[src/rtl/fir_tb_pkg.sv]
// Shared definitions for the FIR test-stream link (stimulus source and capture sink).
// Contents: capture FSM state enum, default frame geometry, 18-bit sample extremes.
package fir_tb_pkg;

    // Capture sink control states
    typedef enum logic [1:0] {
        IDLE    = 2'd0,
        CAPTURE = 2'd1,
        DONE    = 2'd2
    } capture_state_t;

    // Default frame geometry
    localparam int unsigned DEFAULT_LENGTH     = 60;
    localparam int unsigned DEFAULT_DATA_WIDTH = 18;

    // Extremes of an 18-bit two's-complement sample
    localparam int SAMPLE_MAX = 131071;
    localparam int SAMPLE_MIN = -131072;

endpackage : fir_tb_pkg

[src/rtl/capture_ram.sv]
// Capture buffer: simple dual-port memory, one write port and one synchronous
// read port. A same-cycle read and write to one address returns the old word.
// No reset; contents are undefined until written.
// Ports:
//   clock         - write and read clock
//   we/waddr/wdata - write port
//   re/raddr      - read request; rdata updates on the next edge only when re=1
//   rdata         - registered read data, held while re=0
module capture_ram #(
    parameter int unsigned DEPTH  = 60,
    parameter int unsigned WIDTH  = 18,
    parameter int unsigned ADDR_W = 6
) (
    input  logic              clock,
    input  logic              we,
    input  logic [ADDR_W-1:0] waddr,
    input  logic [WIDTH-1:0]  wdata,
    input  logic              re,
    input  logic [ADDR_W-1:0] raddr,
    output logic [WIDTH-1:0]  rdata
);

    logic [WIDTH-1:0] mem [DEPTH];

    // Non-blocking write and read on one edge gives read-before-write
    always_ff @(posedge clock) begin
        if (we) begin
            mem[waddr] <= wdata;
        end
        if (re) begin
            rdata <= mem[raddr];
        end
    end

endmodule : capture_ram

[src/rtl/data_capture_module.sv]
// Sink end of the FIR test-stream link. Stores up to `length` signed samples of
// an enable-framed stream, flags frame completion and sticky overrun, and offers
// a 1-cycle-latency read port into the capture buffer.
// Optional feature (macro CAPTURE_CHECKSUM_EN): 32-bit running sum of accepted
// samples on output `checksum`.
// Ports:
//   clock, reset       - system clock; asynchronous active-high reset
//   enable             - frame enable; low returns to IDLE and clears the frame
//   data_valid/data_in - sample strobe and signed sample
//   capture_done_flag  - length samples stored
//   sample_count       - samples stored in current frame
//   overrun_flag       - sticky; valid sample seen while full
//   rd_en/rd_addr      - read request and index
//   rd_data/rd_valid   - read result, one cycle after the request
//   checksum           - (CAPTURE_CHECKSUM_EN only) sum of accepted samples mod 2^32
module data_capture_module
    import fir_tb_pkg::*;
#(
    parameter int unsigned length     = DEFAULT_LENGTH,
    parameter int unsigned data_width = DEFAULT_DATA_WIDTH,
    parameter int unsigned ADDR_W     = $clog2(length),
    parameter int unsigned CNT_W      = $clog2(length + 1)
) (
    input  logic                         clock,
    input  logic                         reset,
    input  logic                         enable,
    input  logic                         data_valid,
    input  logic signed [data_width-1:0] data_in,
    output logic                         capture_done_flag,
    output logic        [CNT_W-1:0]      sample_count,
    output logic                         overrun_flag,
    input  logic                         rd_en,
    input  logic        [ADDR_W-1:0]     rd_addr,
    output logic signed [data_width-1:0] rd_data,
    output logic                         rd_valid
`ifdef CAPTURE_CHECKSUM_EN
    ,
    output logic        [31:0]           checksum
`endif
);

    capture_state_t        state;
    capture_state_t        state_nxt;
    logic [CNT_W-1:0]      count_nxt;
    logic                  done_nxt;
    logic                  overrun_nxt;
    logic                  accept_c;
    logic                  wr_en_c;
    logic [ADDR_W-1:0]     wr_addr_c;
    logic                  rd_hit_c;
    logic                  rd_sel;
    logic [data_width-1:0] ram_q;

    // A sample is taken only while enabled, not full and not in DONE
    assign accept_c  = enable && data_valid && (state != DONE)
                       && (32'(sample_count) < length);
    assign wr_addr_c = ADDR_W'(sample_count);
    assign rd_hit_c  = rd_en && (32'(rd_addr) < length);

    // Next-state, counter and flag logic
    always_comb begin
        state_nxt   = state;
        count_nxt   = sample_count;
        done_nxt    = capture_done_flag;
        overrun_nxt = overrun_flag;
        wr_en_c     = 1'b0;

        if (!enable) begin
            state_nxt   = IDLE;
            count_nxt   = '0;
            done_nxt    = 1'b0;
            overrun_nxt = 1'b0;
        end else begin
            case (state)
                // The IDLE->CAPTURE entry cycle also accepts, so sample 0 is not lost
                IDLE, CAPTURE: begin
                    state_nxt = CAPTURE;
                    if (accept_c) begin
                        wr_en_c   = 1'b1;
                        count_nxt = sample_count + CNT_W'(1);
                        if (32'(sample_count) == length - 1) begin
                            state_nxt = DONE;
                            done_nxt  = 1'b1;
                        end
                    end
                end
                DONE: begin
                    if (data_valid) begin
                        overrun_nxt = 1'b1;
                    end
                end
                default: begin
                    state_nxt = IDLE;
                end
            endcase
        end
    end

    // Control state register
    always_ff @(posedge clock or posedge reset) begin
        if (reset) begin
            state             <= IDLE;
            sample_count      <= '0;
            capture_done_flag <= 1'b0;
            overrun_flag      <= 1'b0;
        end else begin
            state             <= state_nxt;
            sample_count      <= count_nxt;
            capture_done_flag <= done_nxt;
            overrun_flag      <= overrun_nxt;
        end
    end

    // Read qualifiers; rd_sel remembers whether the last request hit the buffer
    always_ff @(posedge clock or posedge reset) begin
        if (reset) begin
            rd_valid <= 1'b0;
            rd_sel   <= 1'b0;
        end else begin
            rd_valid <= rd_hit_c;
            if (rd_en) begin
                rd_sel <= rd_hit_c;
            end
        end
    end

    // RAM output only updates on in-range reads, so it already holds across rd_en=0
    assign rd_data = rd_sel ? ram_q : '0;

    capture_ram #(
        .DEPTH  (length),
        .WIDTH  (data_width),
        .ADDR_W (ADDR_W)
    ) u_capture_ram (
        .clock (clock),
        .we    (wr_en_c),
        .waddr (wr_addr_c),
        .wdata (data_in),
        .re    (rd_hit_c),
        .raddr (rd_addr),
        .rdata (ram_q)
    );

`ifdef CAPTURE_CHECKSUM_EN
    // Running sum of accepted samples; overrun samples are never accepted
    always_ff @(posedge clock or posedge reset) begin
        if (reset) begin
            checksum <= '0;
        end else if (!enable) begin
            checksum <= '0;
        end else if (accept_c) begin
            checksum <= checksum + 32'(data_in);
        end
    end
`endif

endmodule : data_capture_module

[config.mk]
export PLATFORM = sky130hd
export DESIGN_NAME = data_capture_module
export DESIGN_NICKNAME = d
export VERILOG_FILES = /design/src/rtl/fir_tb_pkg.sv /design/src/rtl/capture_ram.sv /design/src/rtl/data_capture_module.sv
export SDC_FILE = /design/constraint.sdc
export NUM_CORES = 1
export LEC_CHECK = 0
export CAP_MARGIN = 40
export CORE_UTILIZATION = 61
export DETAILED_ROUTE_END_ITERATION = 10
export PLACE_DENSITY_LB_ADDON = 0.2
export SLEW_MARGIN = 0
export SYNTH_ARGS = -nofsm -noshare
export SYNTH_HDL_FRONTEND = slang
export SYNTH_SLANG_ARGS = --single-unit
export TNS_END_PERCENT = 5
[constraint.sdc]
create_clock -name clock -period 5.2 [get_ports clock]
set_clock_uncertainty 0.2 [all_clocks]
set_input_delay 1.04 -clock clock [delete_from_list [all_inputs] [get_ports clock]]
set_output_delay 1.04 -clock clock [all_outputs]
set_load 0.1 [all_outputs]
* After elaboration in Yosys (flattened, before gate mapping) *
Memories as Yosys holds them, arrays and structs flattened. A register that Yosys moved wholly into a read port is not among the register bits.
Cells that the tools add are included.
W data, S select, Z words.

word-level totals
  bits of input ports = 29
  memory bits (writable) = 1,080
  memories = 1
  register bits = 12

memories
  memory             words  bits a word  read ports  clocked after memory_dff  write ports  RTL line           source
  u_capture_ram.mem  60     18           1           1                         1            capture_ram.sv:23  logic [WIDTH-1:0] mem [DEPTH];

operators by class
  reductions and logical operators = 9
  $lt $le $gt $ge = 2
  mux-type cells = 20
  equal/unequal tests = 10
  add/subtract/negate cells = 1

operator list
  cell                   count
  $mux W18               1
  $mux W6                3
  $lt A6 B6 Y1 const B   2
  $mux W1                12
  $ne A2 B1 Y1 const B   5
  $add A6 B1 Y6 const B  1
  $eq A6 B6 Y1 const B   1
  $mux W2                3
  $logic_and A1 B1 Y1    4
  $ne A2 B2 Y1 const B   2
  $pmux W2 S2            1
  $reduce_and A2 Y1      2
  $reduce_and A3 Y1      1
  $eq A2 B1 Y1 const B   1
  $eq A2 B2 Y1 const B   1
  $logic_not A2 Y1       1
  $reduce_or A2 Y1       1

* Depth between registers and ports, before layout *
Gate-level depths: netlist (run 1).

  depth after elaboration = 8
  mapped depth = 10

* Hierarchy *
A second synthesis (run 1) with hierarchy kept.

unflattened totals
  cells, all modules = 1,932
  area total of the unflattened synthesis = 42,737.2 µm²

by module, submodules not included
  module               area each (µm²)  cells each  instances
  capture_ram          42,065.3         1,861       1
  data_capture_module  671.9            71          1

* Worst setup path after synthesis (run 1) *
OpenSTA, ideal clock, no wires.

  path type = input to register
  start point = input enable
  end point = memory u_capture_ram.mem[15][0], enable pin
  arrival = 3.889 ns
  cell stages on the path = 5
  path buffers = 2
  data required time = 4.554 ns
  slack = 0.665 ns
  cell sequence = clkbuf_1 nand4b_1 or2_2 clkbuf_1 nor4b_1

on the way
  word-level cells in the longest chain between the ends = 8

ends and longest elaborated chain
  element                            RTL line                   source
  from (decl)                        data_capture_module.sv:26  input logic enable,
  $logic_and A1 B1 Y1 (2 in series)  data_capture_module.sv:55  assign accept_c = enable && data_valid && (state != DONE)
  $logic_and A1 B1 Y1                data_capture_module.sv:56  && (32'(sample_count) < length);
  $mux W1                            data_capture_module.sv:78  if (accept_c) begin
  $mux W1                            data_capture_module.sv:74  case (state)
  $mux W1 *                          data_capture_module.sv:68  if (!enable) begin
  $mux W1 *                          capture_ram.sv:27          if (we) begin
  $mux W1 (implied by the code) *    capture_ram.sv:28          mem[waddr] <= wdata;
  to (decl)                          capture_ram.sv:23

Every way passes the cells marked *; elsewhere a longest branch is shown, timed or not.

* Worst setup path in the final report (run 1) *
  start point = register rd_sel
  end point = output rd_data[4]

on the way
  word-level cells in the longest chain between the ends = 1

ends and longest elaborated chain
  element                 RTL line                    source
  from (decl)             data_capture_module.sv:51   logic rd_sel;
  from (signal assigned)  data_capture_module.sv:122  rd_sel <= rd_hit_c;
  $mux W18                data_capture_module.sv:128  assign rd_data = rd_sel ? ram_q : '0;
  to (decl)               data_capture_module.sv:34   output logic signed [data_width-1:0] rd_data,

Every way passes these cells.

==> qor.csv, run 1 <==
metric;value;unit
status;finished, final reports clean;
Leak;15.6;nW
register area share after synthesis;0.780;
PnR Total Power;18.5;mW
post-synthesis async set-or-reset flop share;0.0108;
Critical Path Sink Type;primary output;
combinational share of power;0.061;
Via-to-Cell Ratio;6.84;
pwr/cell area;380;nW/um^2
Post-synth EDFFs;1098;
Critical Path Start Type;flip-flop;
Arrival @ worst endpoint;2490;ps
ys flop type;edfxtp_1;
Rows;96;
1st-iter DRT viols;3274;
initial antenna violation count;6;
number of routed nets with antenna violations;0;
synthesized instance count;1968;
layout cell share with drive strength beyond 1;0.275;
Sw Pwr;3.99;mW
maximum VDD drop;0.000259;V
DR vias;21700;
warnings from Yosys;0;
max-slew violations;0;
Sequential Power Share;0.535;
setup TNS;0;ps
CTS resizes;0;
DIE AREA;71000;um^2
Post-Synth Adder-Cell Area;0.000293;
critical path fanouts, max;19;
total iterations of the first detailed-routing run;6;
worst-skew pair later-pin latency;690;ps
mux cell area share after synthesis;0.145;
Nets;2196;
GRT Overall Usage;0.309;
DRC Markers;0;
XOR/XNOR share of the synthesized area;0.000205;
IO buf count;55;
maxcap violations;0;
Yosys top cell by area;edfxtp_1;
largest net degree at the start of global routing;61;
H-tree depth;3;
Starting Density;0.619;
RSZ-0062 raised after global routing;no;
WP data required;3960;ps
Syn Area/Cell;21.7;um^2
post-synth cell types;52;
Least-Margin Pin Slew;917;ps
die height;267;um
first-pass GRT wire length;152000;um
clk buf depth;3;
Post-DP HPWL;63100;um
mapped cell area;42700;um^2
WL final;106000;um
Final Hold Viols;0;
period utilization;0.717;
CTS Sinks;1110;
clock power share;0.404;
reg2reg setup slack;2120;ps
top cells by area, synth;edfxtp_1 77%, mux4_2 12%, mux2i_1 2.2%, a22oi_1 0.70%, dfrtp_1 0.70%;
Sw Ratio;0.215;
Hold Buf Count CTS;0;
Layout Area Growth over Synthesis;14.2;%
number of fill cells;4092;
simple-gate area share of the yosys netlist;0.0193;
Syn Nets;1998;
Ports;56;
TritonCTS clock tree;yes;
dpl ws;1080;ps
final worst path period need;3730;ps
core area;68900;um^2
critical setup path kind;flip-flop to primary output;
gr ovfl total;0;
routed len/inst;33.5;um
CTS Buf Count;106;
final setup vio count;0;
vias in the first global route;21500;
Achievable Freq;268;MHz
Final WS setup;1470;ps
compound-gate portion of the synthesized area;0.0391;
Yosys top cell area share;0.773;
Internal;14.5;mW
Post-CTS Setup Inserts;0;
die width;267;um
largest family of logic cells by synthesized area;multiplexers;
Hold Path Class;flip-flop to flip-flop;
Rel. slew slack;0.387;
Synth Register Bits;1110;
gpl congestion;0.875;
CTS root buf;clkbuf_16;
CTS clk-pin slew, worst paths;60;ps
==> critical path: stages, from the launching register on <==
cell and delay [ps]:
dfrtp_1 770, and2_1 250, clkdlybuf4s50_1 580, buf_16 190
==> state kept, by name (all words and copies together) (netlist names) <==
signal               count
overrun_flag             1
capture_done_flag        1
rd_sel                   1
u_capture_ram.mem     1080
rd_valid                 1
u_capture_ram.rdata     18
state                    2
sample_count             6
==> kinds of logic after synthesis <==
logic type,Yosys count
compound gates,236
flops,1110
buf+inv,124
xor+xnor,1
fa+ha+maj,1
simple gates,166
mux,330
==> path summary, 6_finish.rpt <==
kind                                                             to  cells after the start                        start
worst min register to register                 state[0]$_DFFE_PP0P_                      1         state[1]$_DFFE_PP0P_
max in group asynchronous             capture_done_flag$_DFFE_PP0P_                      2                        reset
worst min-delay path                           state[0]$_DFFE_PP0P_                      1         state[1]$_DFFE_PP0P_
worst max-delay path                                     rd_data[4]                      3           rd_sel$_DFFE_PP0P_
worst max register to register  u_capture_ram.mem[10][11]$_DFFE_PP_                      6  sample_count[3]$_DFFE_PP0P_
min in group asynchronous                        rd_valid$_DFF_PP0_                      2                        reset
==> power by group through the flow <==
stage,clock network (mW),registers (mW),logic (mW)
after floorplan,0,10.1,0.596
after global placement,0,10.1,1.01
after detailed placement,0,10.1,1.13
after CTS,7.52,9.90,1.13
after global routing,7.88,9.90,1.18
final,7.48,9.91,1.14
==> synth_stat cells (7+ instances only) <==
master,number
a22o_1,17
clkbuf_1,59
nand3_1,15
o221ai_1,15
mux4_2,231
edfxtp_1,1098
a21oi_1,55
dfrtp_1,12
nand2_1,16
nor2b_1,9
a211o_1,12
a221oi_1,17
a22oi_1,40
o21ai_0,19
a211oi_1,17
buf_4,8
and2_1,22
buf_1,7
o21ai_1,9
nand3b_1,7
mux2i_1,94
o22ai_1,14
buf_2,22
buf_6,23
nor2_1,72
==> layout make-up <==
type                    count  area [um^2]  area share
repair buffers            209         2110      0.0432
inverters                   5         18.8    0.000385
flip-flops and latches   1110        33300       0.683
diodes                      4         10.0    0.000205
multi-input cells         734         8850       0.182
clock buffers             134         2780      0.0570
well taps                 931         1160      0.0239
clock inverters            53          546      0.0112
==> layout by cell type, fill, tap and decap left out, drive strengths merged, types with 22 or more instances in the layout <==
cell type      count
clkdlybuf4s50     32
clkbuf           135
o21ai             28
and2              22
buf              176
a21oi             55
mux2i             94
mux4             231
edfxtp          1098
nor2              72
a22oi             40
clkinv            33
==> metal layers <==
layer  wire, um  up-vias  GRT usage
met4       3790        2      0.116
met3      12800      191     0.0689
met5         12        -          0
met2      49900     1491      0.467
met1      40100    11400      0.449
li1           -     8685          -
==> per-stage QoR <==
step	util	instance area, um^2	instances	hold WS [ps]
after global routing	0.707	48700	3176	322
after CTS	0.707	48700	3176	288
after global placement	0.648	44700	2945	250
after floorplan	-	42700	1968	238
after detailed placement	0.659	45400	2989	277
final	0.707	48700	3180	286
(Power assumes the default switching activity.)
==> run 2, diff against run 1 <==
==> constraint.sdc (replaced) <==
create_clock -name clock -period 3.9 [get_ports clock]
set_clock_uncertainty 0.2 [all_clocks]
set_input_delay 0.78 -clock clock [delete_from_list [all_inputs] [get_ports clock]]
set_output_delay 0.78 -clock clock [all_outputs]
set_load 0.1 [all_outputs]
==> run 2 against run 1 <==
Against the previous run:
- via count down 1.3%
- worst setup slack worse by 1000 ps
- global-route usage shrank 0.83 points
==> qor.csv, run 2 (same netlist as run 1, synthesis figures left out) <==
metric;value;unit;change
worst-skew pair later-pin latency;660;ps;was 690 ps
Layout Area Growth over Synthesis;14.3;%;was 14.2%
core area;68900;um^2;unchanged
H-tree depth;3;;unchanged
most frequent cells in the layout;1098 x edfxtp_1, 231 x mux4_2, 150 x buf_4;;was 1098 x edfxtp_1, 231 x mux4_2, 107 x clkbuf_16
critical path fanouts, max;12;;was 19
final instance area;48800;um^2;was 48700 um^2
WL final;104000;um;was 106000 um
critical setup path kind;input port to flip-flop;;was flip-flop to primary output
Critical Path Sink Type;flip-flop;;was primary output
Hold Buf Count CTS;0;;unchanged
Hold Path Class;input port to flip-flop;;was flip-flop to flip-flop
Ports;56;;unchanged
TritonCTS clock tree;yes;;unchanged
reg2reg setup slack;1010;ps;was 2120 ps
largest net degree at the start of global routing;68;;was 61
vias in the first global route;21200;;was 21500
RSZ-0062 raised after global routing;no;;unchanged
1st-iter DRT viols;3067;;was 3274
layout cell share with drive strength beyond 1;0.288;;was 0.275
routed len/inst;32.5;um;was 33.5 um
top flop regs;u_capture_ram.mem: 1080 flops, u_capture_ram.rdata: 18 flops, sample_count: 6 flops;;unchanged
WP data required;4110;ps;was 3960 ps
Least-Margin Pin Slew;930;ps;was 917 ps
status;finished, final reports clean;;unchanged
DIE AREA;71000;um^2;unchanged
Rows;96;;unchanged
dpl ws;-168;ps;was 1080 ps
WHS;189;ps;was 286 ps
Final Hold Viols;0;;unchanged
clk buf depth;3;;unchanged
Starting Density;0.619;;unchanged
pwr/cell area;514;nW/um^2;was 380 nW/um^2
Rel. slew slack;0.380;;was 0.387
first-pass GRT wire length;149000;um;was 152000 um
gpl congestion;0.897;;was 0.875
Leak;15.7;nW;was 15.6 nW
Final WS setup;436;ps;was 1470 ps
die height;267;um;unchanged
final worst path period need;3460;ps;
Critical Path Start Type;input port;;was flip-flop
Post-CTS Setup Inserts;0;;unchanged
CTS root buf;clkbuf_16;;unchanged
metal3 WL;12600;um;was 12800 um
maximum VDD drop;0.000465;V;was 0.000259 V
Via-to-Cell Ratio;6.72;;was 6.84
DRC Markers;0;;unchanged
maxcap violations;0;;unchanged
setup TNS;0;ps;unchanged
Area after DPL;45200;um^2;was 45400 um^2
GRT Overall Usage;0.300;;was 0.309
Post-DP HPWL;63400;um;was 63100 um
commonest non-fill, non-tap cell in the layout;edfxtp_1;;unchanged
PnR Total Power;25.1;mW;was 18.5 mW
total iterations of the first detailed-routing run;8;;was 6
gr ovfl total;0;;unchanged
initial antenna violation count;3;;was 6
Achievable Freq;289;MHz;
DR WL met2;47700;um;was 49900 um
number of routed nets with antenna violations;0;;unchanged
die width;267;um;unchanged
register with the most flip-flops;u_capture_ram.mem;;unchanged
CTS Sinks;1110;;unchanged
Arrival @ worst endpoint;3680;ps;was 2490 ps
Nets;2200;;was 2196
wl on met1;40200;um;was 40100 um
DR top layer;met5;;unchanged
period utilization;0.888;;
CTS resizes;0;;unchanged
final setup vio count;0;;unchanged
CTS clk-pin slew, worst paths;60;ps;about the same
IO buf count;55;;unchanged
CTS Buf Count;108;;was 106
max reg flops;1080;;unchanged
DR vias;21500;;was 21700
max-slew violations;0;;unchanged
[run 2: cell count changes in the layout (fill, tap and decap cells not counted), moves of 5 or more]
cell	change
buf_8	-21
buf_12	+7
clkdlybuf4s50_1	-23
buf_4	+44
clkinv_1	+12
clkbuf_1	-10
clkinv_2	+5
[run 2: final cells by class]
cell class | count | area [um^2]
diodes | 1 | 2.50
clock buffers | 127 | 2820
clock inverters | 74 | 718
fillers | 4098 | 20200
inverters | 5 | 18.8
multi-input cells | 734 | 8840
flip-flops and latches | 1110 | 33300
well taps | 931 | 1160
repair buffers | 211 | 1950
[run 2: per-stage QoR]
stage	cells	util
2_1_floorplan	1968	-
3_3_place_gp	2978	0.653
3_5_place_dp	2991	0.656
4_1_cts	3192	0.708
5_1_grt	3192	0.708
6_report	3193	0.708
[run 2: critical path, stage by stage]
cell and delay (ps):
clkdlybuf4s50_1 600, buf_4 290, nand3b_1 520, o22ai_1 150, a211oi_1 590, a21oi_1 370, a211o_1 370
[run 2: routing by layer]
metal / GRT usage / vias up
li1: - / 8706
met1: 0.439 / 11200
met2: 0.445 / 1361
met3: 0.0824 / 182
met4: 0.100 / 6
met5: 0 / -
[run 2: report_power, final]
| part | internal (mW) | switching, mW | leakage [nW] |
|---|---|---|---|
| combinational | 0.487 | 0.989 | 3.96 |
| sequential | 13.2 | 0.0246 | 10.0 |
| clock | 6.06 | 4.35 | 1.71 |
| total | 19.7 | 5.36 | 15.7 |
[run 2: path summary, 6_finish.rpt]
| kind | depth (start not counted) | to | start |
|---|---|---|---|
| setup / recovery | 7 | u_capture_ram.rdata[7]$_DFFE_PP_ | rd_addr[3] |
| hold / removal | 1 | u_capture_ram.mem[4][17]$_DFFE_PP_ | data_in[17] |
| setup reg to reg | 7 | u_capture_ram.mem[33][14]$_DFFE_PP_ | sample_count[2]$_DFFE_PP0P_ |
| hold reg to reg | 1 | state[0]$_DFFE_PP0P_ | state[1]$_DFFE_PP0P_ |
| max in group asynchronous | 2 | capture_done_flag$_DFFE_PP0P_ | reset |
| min in group asynchronous | 2 | rd_valid$_DFF_PP0_ | reset |
